<file path="config.mk">
export PLATFORM = sky130hd
export DESIGN_NAME = motor_sequencer_flat
export DESIGN_NICKNAME = d
export VERILOG_FILES = /design/src/rtl/motor_pkg.sv /design/src/rtl/motor_sequencer_if.sv /design/src/rtl/tick_prescaler.sv /design/src/rtl/motor_sequencer.sv /design/src/flat_wrapper.sv
export SDC_FILE = /design/constraint.sdc
export NUM_CORES = 1
export LEC_CHECK = 0
export ABC_CLOCK_PERIOD_IN_PS = 3800
export CAP_MARGIN = 20
export CORE_UTILIZATION = 45
export DETAILED_ROUTE_END_ITERATION = 16
export HOLD_SLACK_MARGIN = 0.1
export PLACE_DENSITY = 0.61
export SYNTH_ARGS = -nofsm -noshare
export SYNTH_HDL_FRONTEND = slang
export SYNTH_SLANG_ARGS = --single-unit
</file>
<file path="constraint.sdc">
create_clock -name clk -period 3.8 [get_ports clk]
set_input_delay 0.76 -clock clk [delete_from_list [all_inputs] [get_ports clk]]
set_output_delay 0.76 -clock clk [all_outputs]
set_load 0.02 [all_outputs]
</file>
<file path="src/rtl/motor_pkg.sv">
// rtl/motor_pkg.sv - shared move codes, sequencer states and illegal-code check
package motor_pkg;

    localparam logic [2:0] MV_FWD     = 3'b000;
    localparam logic [2:0] MV_RIGHT   = 3'b001;
    localparam logic [2:0] MV_LEFT    = 3'b010;
    localparam logic [2:0] MV_STOP    = 3'b011;
    localparam logic [2:0] MV_TURN180 = 3'b100;
    localparam logic [2:0] MV_REV     = 3'b101;

    typedef enum logic [1:0] {
        ST_IDLE = 2'd0,
        ST_RUN  = 2'd1,
        ST_DEAD = 2'd2
    } state_e;

    function automatic logic move_is_illegal(input logic [2:0] code);
        return code[2] & code[1];
    endfunction

endpackage

</file>
<file path="src/rtl/motor_sequencer_if.sv">
// rtl/motor_sequencer_if.sv - command handshake and wheel-decoder outputs of the motor sequencer
interface motor_sequencer_if #(
    parameter int DUR_W = 16
);
    logic             cmd_valid;
    logic             cmd_ready;
    logic [2:0]       cmd_move;
    logic [DUR_W-1:0] cmd_dur;
    logic             abort;
    logic [2:0]       move;
    logic             busy;
    logic             done;
    logic             err;

    modport master (
        output cmd_valid, cmd_move, cmd_dur, abort,
        input  cmd_ready, move, busy, done, err
    );

    modport slave (
        input  cmd_valid, cmd_move, cmd_dur, abort,
        output cmd_ready, move, busy, done, err
    );
endinterface

</file>
<file path="src/rtl/tick_prescaler.sv">
// rtl/tick_prescaler.sv - TICK_DIV cycle divider with synchronous restart and one-cycle tick
module tick_prescaler #(
    parameter int TICK_DIV = 100000
) (
    input  logic clk,
    input  logic rst,
    input  logic restart,
    output logic tick
);
    localparam int CW = $clog2(TICK_DIV);

    logic [CW-1:0] cnt_q, cnt_d;

    assign tick = (cnt_q == CW'(TICK_DIV - 1));

    always_comb begin
        cnt_d = cnt_q + 1'b1;
        if (restart || tick) begin
            cnt_d = '0;
        end
    end

    always_ff @(posedge clk or posedge rst) begin
        if (rst) begin
            cnt_q <= '0;
        end else begin
            cnt_q <= cnt_d;
        end
    end
endmodule

</file>
<file path="src/rtl/motor_sequencer.sv">
// rtl/motor_sequencer.sv - timed move-command scheduler; MOTOR_DEADTIME_EN enables stop dead-time
module motor_sequencer
    import motor_pkg::*;
#(
    parameter int TICK_DIV   = 100000,
    parameter int DUR_W      = 16,
    parameter int DEAD_TICKS = 20
) (
    input  logic             clk,
    input  logic             rst,
    motor_sequencer_if.slave bus
);
    localparam int DEAD_W = $clog2(DEAD_TICKS + 1);
    localparam int CNT_W  = (DUR_W > DEAD_W) ? DUR_W : DEAD_W;

    state_e           state_q, state_d;
    logic [2:0]       act_move_q, act_move_d;
    logic [2:0]       pend_move_q, pend_move_d;
    logic [2:0]       move_q, move_d;
    logic [DUR_W-1:0] act_dur_q, act_dur_d;
    logic [DUR_W-1:0] pend_dur_q, pend_dur_d;
    logic             pend_v_q, pend_v_d;
    logic             err_q, err_d;
    logic [CNT_W-1:0] cnt_q, cnt_d;
    logic             tick, restart, accept, run_last, load, need_dead;

    tick_prescaler #(.TICK_DIV(TICK_DIV)) u_prescaler (
        .clk     (clk),
        .rst     (rst),
        .restart (restart),
        .tick    (tick)
    );

    assign bus.cmd_ready = !pend_v_q && !bus.abort && !rst;
    assign accept        = bus.cmd_valid && bus.cmd_ready;

`ifdef MOTOR_DEADTIME_EN
    assign need_dead = (pend_move_q != act_move_q) && (act_move_q != MV_STOP);
`else
    assign need_dead = 1'b0;
`endif

    // Continuous commands (dur 0) end as soon as something is waiting in the slot.
    always_comb begin
        run_last = 1'b0;
        if (state_q == ST_RUN) begin
            if (act_dur_q == '0) begin
                run_last = pend_v_q;
            end else begin
                run_last = tick && (cnt_q == CNT_W'(act_dur_q) - 1'b1);
            end
        end
    end

    always_comb begin
        state_d     = state_q;
        act_move_d  = act_move_q;
        act_dur_d   = act_dur_q;
        pend_v_d    = pend_v_q;
        pend_move_d = pend_move_q;
        pend_dur_d  = pend_dur_q;
        cnt_d       = cnt_q;
        move_d      = MV_STOP;
        restart     = 1'b0;
        load        = 1'b0;
        err_d       = accept && move_is_illegal(bus.cmd_move);

        if (accept) begin
            pend_v_d    = 1'b1;
            pend_move_d = move_is_illegal(bus.cmd_move) ? MV_STOP : bus.cmd_move;
            pend_dur_d  = bus.cmd_dur;
        end

        case (state_q)
            ST_IDLE: begin
                if (pend_v_q) begin
                    load    = 1'b1;
                    state_d = ST_RUN;
                end
            end
            ST_RUN: begin
                if (run_last) begin
                    cnt_d = '0;
                    if (pend_v_q) begin
                        load    = 1'b1;
                        state_d = need_dead ? ST_DEAD : ST_RUN;
                    end else begin
                        state_d = ST_IDLE;
                    end
                end else if (tick && (act_dur_q != '0)) begin
                    cnt_d = cnt_q + 1'b1;
                end
            end
            ST_DEAD: begin
                if (tick) begin
                    if (cnt_q == CNT_W'(DEAD_TICKS - 1)) begin
                        state_d = ST_RUN;
                        cnt_d   = '0;
                        restart = 1'b1;
                    end else begin
                        cnt_d = cnt_q + 1'b1;
                    end
                end
            end
            default: state_d = ST_IDLE;
        endcase

        if (load) begin
            act_move_d = pend_move_q;
            act_dur_d  = pend_dur_q;
            pend_v_d   = 1'b0;
            cnt_d      = '0;
            restart    = 1'b1;
        end

        if (bus.abort) begin
            state_d  = ST_IDLE;
            pend_v_d = 1'b0;
            cnt_d    = '0;
            restart  = 1'b1;
        end

        if (state_d == ST_RUN) begin
            move_d = act_move_d;
        end
    end

    always_ff @(posedge clk or posedge rst) begin
        if (rst) begin
            state_q     <= ST_IDLE;
            act_move_q  <= MV_STOP;
            act_dur_q   <= '0;
            pend_v_q    <= 1'b0;
            pend_move_q <= MV_STOP;
            pend_dur_q  <= '0;
            move_q      <= MV_STOP;
            err_q       <= 1'b0;
            cnt_q       <= '0;
        end else begin
            state_q     <= state_d;
            act_move_q  <= act_move_d;
            act_dur_q   <= act_dur_d;
            pend_v_q    <= pend_v_d;
            pend_move_q <= pend_move_d;
            pend_dur_q  <= pend_dur_d;
            move_q      <= move_d;
            err_q       <= err_d;
            cnt_q       <= cnt_d;
        end
    end

    assign bus.move = move_q;
    assign bus.err  = err_q;
    assign bus.busy = (state_q != ST_IDLE) || pend_v_q;
    assign bus.done = run_last && !bus.abort;
endmodule

</file>
<file path="src/flat_wrapper.sv">
// flat-port wrapper written by rule: the top's interface ports become plain ports
module motor_sequencer_flat import motor_pkg::*;
#(
    parameter int TICK_DIV   = 100000,
    parameter int DUR_W      = 16,
    parameter int DEAD_TICKS = 20
)
  (clk, rst, bus_cmd_valid, bus_cmd_move, bus_cmd_dur, bus_abort, bus_cmd_ready, bus_move, bus_busy, bus_done, bus_err);
  motor_sequencer_if #(.DUR_W(DUR_W)) bus_i ();
  input  logic clk;
  input  logic rst;
  input wire logic [$bits(bus_i.cmd_valid)-1:0] bus_cmd_valid;
  input wire logic [$bits(bus_i.cmd_move)-1:0] bus_cmd_move;
  input wire logic [$bits(bus_i.cmd_dur)-1:0] bus_cmd_dur;
  input wire logic [$bits(bus_i.abort)-1:0] bus_abort;
  output wire logic [$bits(bus_i.cmd_ready)-1:0] bus_cmd_ready;
  output wire logic [$bits(bus_i.move)-1:0] bus_move;
  output wire logic [$bits(bus_i.busy)-1:0] bus_busy;
  output wire logic [$bits(bus_i.done)-1:0] bus_done;
  output wire logic [$bits(bus_i.err)-1:0] bus_err;
  assign bus_i.cmd_valid = bus_cmd_valid;
  assign bus_i.cmd_move = bus_cmd_move;
  assign bus_i.cmd_dur = bus_cmd_dur;
  assign bus_i.abort = bus_abort;
  assign bus_cmd_ready = bus_i.cmd_ready;
  assign bus_move = bus_i.move;
  assign bus_busy = bus_i.busy;
  assign bus_done = bus_i.done;
  assign bus_err = bus_i.err;
  motor_sequencer #(.TICK_DIV(TICK_DIV), .DUR_W(DUR_W), .DEAD_TICKS(DEAD_TICKS)) u_core (.clk(clk), .rst(rst), .bus(bus_i));
endmodule
</file>
==> results.md <==
* Crit start category: flip-flop
* Min cycle time layout at 3.59 ns
* Cell Pwr Density at 517 nW/um2
* First-pass GRT wire length at 15.4 mm
* Die W at 99.7 um
* Busiest grt layer: met2
* Post-detail-place hpwl at 6.43 mm
* Clock latency on the worst-skew pair at 0.35 ns
* Filler cells at 834
* Library cells used by synthesis at 63
* Pin count of the biggest net entering global routing at 41
* Gr usage total at 19.5%
* Global Route met2 Usage at 29.8%
* Commonest non-fill, non-tap cell in the layout: dfrtp_1
* DP Cell Count at 572
* P_leak at 2.03 nW
* Initial antenna violation count at 0
* Hold Path Class: reg2reg
* Area of the multi-input gates at 2190 um2
* Final worst path period share at 94.6%
* Pins over their slew limit at 0
* Crit path max-delay family: simple AND/OR/NAND/NOR gates
* Synthesized flop and latch total at 78
* Max_slew headroom at 61.8%
* Post-synth EDFFs at 0
* Max Clock Skew at 0.0101 ns
* Worst R2R Start: u_core.act_dur_q[0]$_DFFE_PP0P_
* Syn_nets at 452
* R2R Path End: u_core.u_prescaler.cnt_q[11]$_DFF_PP0_
* Clock-pin slew on the worst setup and hold paths at 0.08 ns
* Register Area at 1960 um2
* H-tree Lvls at 3
* Post-synthesis cell count at 426
* Die ar. at 9940 um2
* Final worst slack at 0.206 ns
* Post-Syn Area at 4290 um2
* Core footprint at 9240 um2
* Synth warn at 0
* Die Y at 99.7 um
* Worst path max stage delay at 0.49 ns
* Avg Inst Size Synth at 10.1 um2
* Routed Antenna Nets at 0
* Routing usage on met3 at 3.51%
* Detailed-route wire length at 8.96 mm
* Post-Place Setup Slack at 0.176 ns
* CTS Buffer Depth at 2
* Worst path slowest cell: or4b_1
* 1st-iter DRT viols at 152
* Grt met1 use at 27.4%
* Commonest cells after routing, fill and taps aside: dfrtp_1 (72), nor3_1 (33), nand2_1 (29)
* Sum of buffers and inverters on the critical path at 2
* TritonCTS Buffers at 9
* Critical Path Source: u_core.act_dur_q[0]$_DFFE_PP0P_
* Worst-path fanout max at 6
* Crit path capture type: primary output
* Measured slew at the worst slew-check pin at 0.568 ns
* Non-Filler Instances at 591
* Crit path capture: bus_done
* CTS Sinks at 78
* WHS at 0.494 ns
* Final setup fails at 0
* Crit path top cell by count: nor3_2
* Crit-path cells: inv_1, ha_1, or4b_1, nor3_2, xnor2_1, nor4_2, nand4_1, nor3_2, o21a_1, clkbuf_2
* CP Class: reg2out
* Arr. time, crit path at 2.83 ns
* Vias per std cell at 5.56
* Final hold vios at 0
* Req. time, crit path at 3.04 ns
* TritonCTS clock tree: yes
* Share of cells above drive strength 1 at 15.6%
* Status: complete, no violations
* Top FF cell, synth: dfrtp_1
* Max frequency at 278 MHz
* Total number of vias at 3,288
* Reg2Reg Setup Slack at 0.41 ns
* DRT Pass-1 Iters at 4
* Post-synth ARST share at 100%
* Initial Utilization at 46.5%
* Peak VDD IR at 271 uV
* Max cap viols at 0
* DRC Markers at 0
* Input/output buffers at 29
* R2r worst-path depth at 11
* Number of global-route vias before repair at 3,207
* Register area share after synthesis at 45.6%
* Rows at 35
* Final core occ at 53.5%
* Antenna diodes at 0
* Global route overflow at 0
* Clk root buf: clkbuf_8
* I/O pins at 30
* Synth-to-Final Area Change at 15.1%
* Global placer's final weighted congestion at 0.866
* Nets@finish at 483
* Critical path depth at 10
* Wirelength per Cell at 15.2 um
-- power by group --
part | internal [W] | switching [W] | leakage, nW | total [W]
registers | 0.000989 | 0.000207 | 0.997 | 0.00120
logic | 0.000359 | 0.000372 | 0.935 | 0.000731
clock network | 0.000322 | 0.000306 | 0.0955 | 0.000627
-- synth_stat cells, types with 2 or more instances --
cell type   n  share of area, %
dfrtp_1    72                42
nor3_1     34               4.0
nand2_1    29               2.5
nand3_1    22               2.6
nor2_1     22               1.9
xor2_1     22               4.5
mux2_2     21               5.5
inv_1      16               1.4
clkbuf_1   13               1.1
nor4_1     13               1.9
mux2_1     12               3.1
o21ai_0    12               1.4
xnor2_1    12               2.4
a22o_1      9               1.8
a21oi_1     6              0.70
and3_1      6              0.87
dfstp_2     6               3.7
nor2b_1     6              0.87
nand2b_1    5              0.73
nand4_1     5              0.73
o21ai_1     5              0.58
or3_1       5              0.73
and2_1      4              0.58
and4_1      4              0.82
nor4b_1     4              0.82
o31ai_1     4              0.70
or2_2       4              0.58
or4_1       4              0.70
a211o_1     3              0.61
buf_2       3              0.35
ha_1        3              0.87
o21a_1      3              0.52
a2111oi_2   2              0.70
buf_4       2              0.35
nand3b_1    2              0.35
nor3_2      2              0.47
nor3b_1     2              0.35
or4b_1      2              0.47
-- flip-flops by register name, indices dropped and copies added, names as in the netlist --
signal                    count
u_core.act_dur_q             16
u_core.act_move_q             3
u_core.bus.err                1
u_core.bus.move               3
u_core.cnt_q                 16
u_core.pend_dur_q            16
u_core.pend_move_q            3
u_core.pend_v_q               1
u_core.state_q                2
u_core.u_prescaler.cnt_q     17
-- kinds of logic after synthesis --
logic type / Yosys count / synth area share (%)
adder cells (fa/ha/maj): 3 / 0.874
buffers and inverters: 36 / 3.58
XOR/XNOR: 34 / 6.93
multiplexers: 33 / 8.65
flip-flops: 78 / 45.6
AND/OR/NAND/NOR: 181 / 23.7
AO/OA/AOI/OAI: 61 / 10.6
-- final cells by class --
class                      instances  share of cell area, %
clock buffer                      11                   2.86
clock inverter                     5                   1.19
inverter                          16                   1.22
multi-input combinational        312                   44.4
sequential                        78                   39.7
tap                              129                   3.27
timing repair buffer              40                   7.44
-- worst min-delay path by stage --
stage | start | cells after the start | slack [ns] | endpoint
finish | u_core.pend_dur_q[10]$_DFFE_PP0P_ | 1 | 0.49 | u_core.act_dur_q[10]$_DFFE_PP0P_
detailed placement | u_core.pend_dur_q[10]$_DFFE_PP0P_ | 1 | 0.48 | u_core.act_dur_q[10]$_DFFE_PP0P_
global route | u_core.pend_dur_q[8]$_DFFE_PP0P_ | 1 | 0.52 | u_core.act_dur_q[8]$_DFFE_PP0P_
global placement | u_core.pend_dur_q[3]$_DFFE_PP0P_ | 1 | 0.48 | u_core.act_dur_q[3]$_DFFE_PP0P_
CTS | u_core.pend_dur_q[10]$_DFFE_PP0P_ | 1 | 0.50 | u_core.act_dur_q[10]$_DFFE_PP0P_
floorplan | u_core.pend_dur_q[0]$_DFFE_PP0P_ | 1 | 0.46 | u_core.act_dur_q[0]$_DFFE_PP0P_
-- worst reg2reg max path: stages, from the launching register on --
cell and delay, ns:
dfrtp_1 0.45, inv_1 0.08, ha_1 0.21, nor3b_4 0.28, nand4_1 0.16, or4_1 0.49, o211a_2 0.18, nor4_4 0.40
a21oi_2 0.18, nor2_4 0.40, buf_4 0.33, nor3_1 0.09
-- metrics by stage --
stage	total power [W]	setup TNS, ns	area [um2]
finish	0.00255	0	4940
global route	0.00272	-0.0146	4940
CTS	0.00256	0	4930
detailed placement	0.00191	0	4710
global placement	0.00190	0	4710
floorplan	0.00171	0	4290
-- layer usage --
metal / part of all wire [%] / up-vias
met3: 2.6 / 15
met1: 51 / 1606
met2: 45 / 48
met5: 0 / -
li1: - / 1619
met4: 1.6 / 0
-- repair_timing --
action	4_1_cts	5_1_grt
buffers inserted	3	0
setup endpoints to repair	1	1
resized for setup	1	4
hold buffers	0	0
No activity file was read; power rests on OpenSTA's default activity.
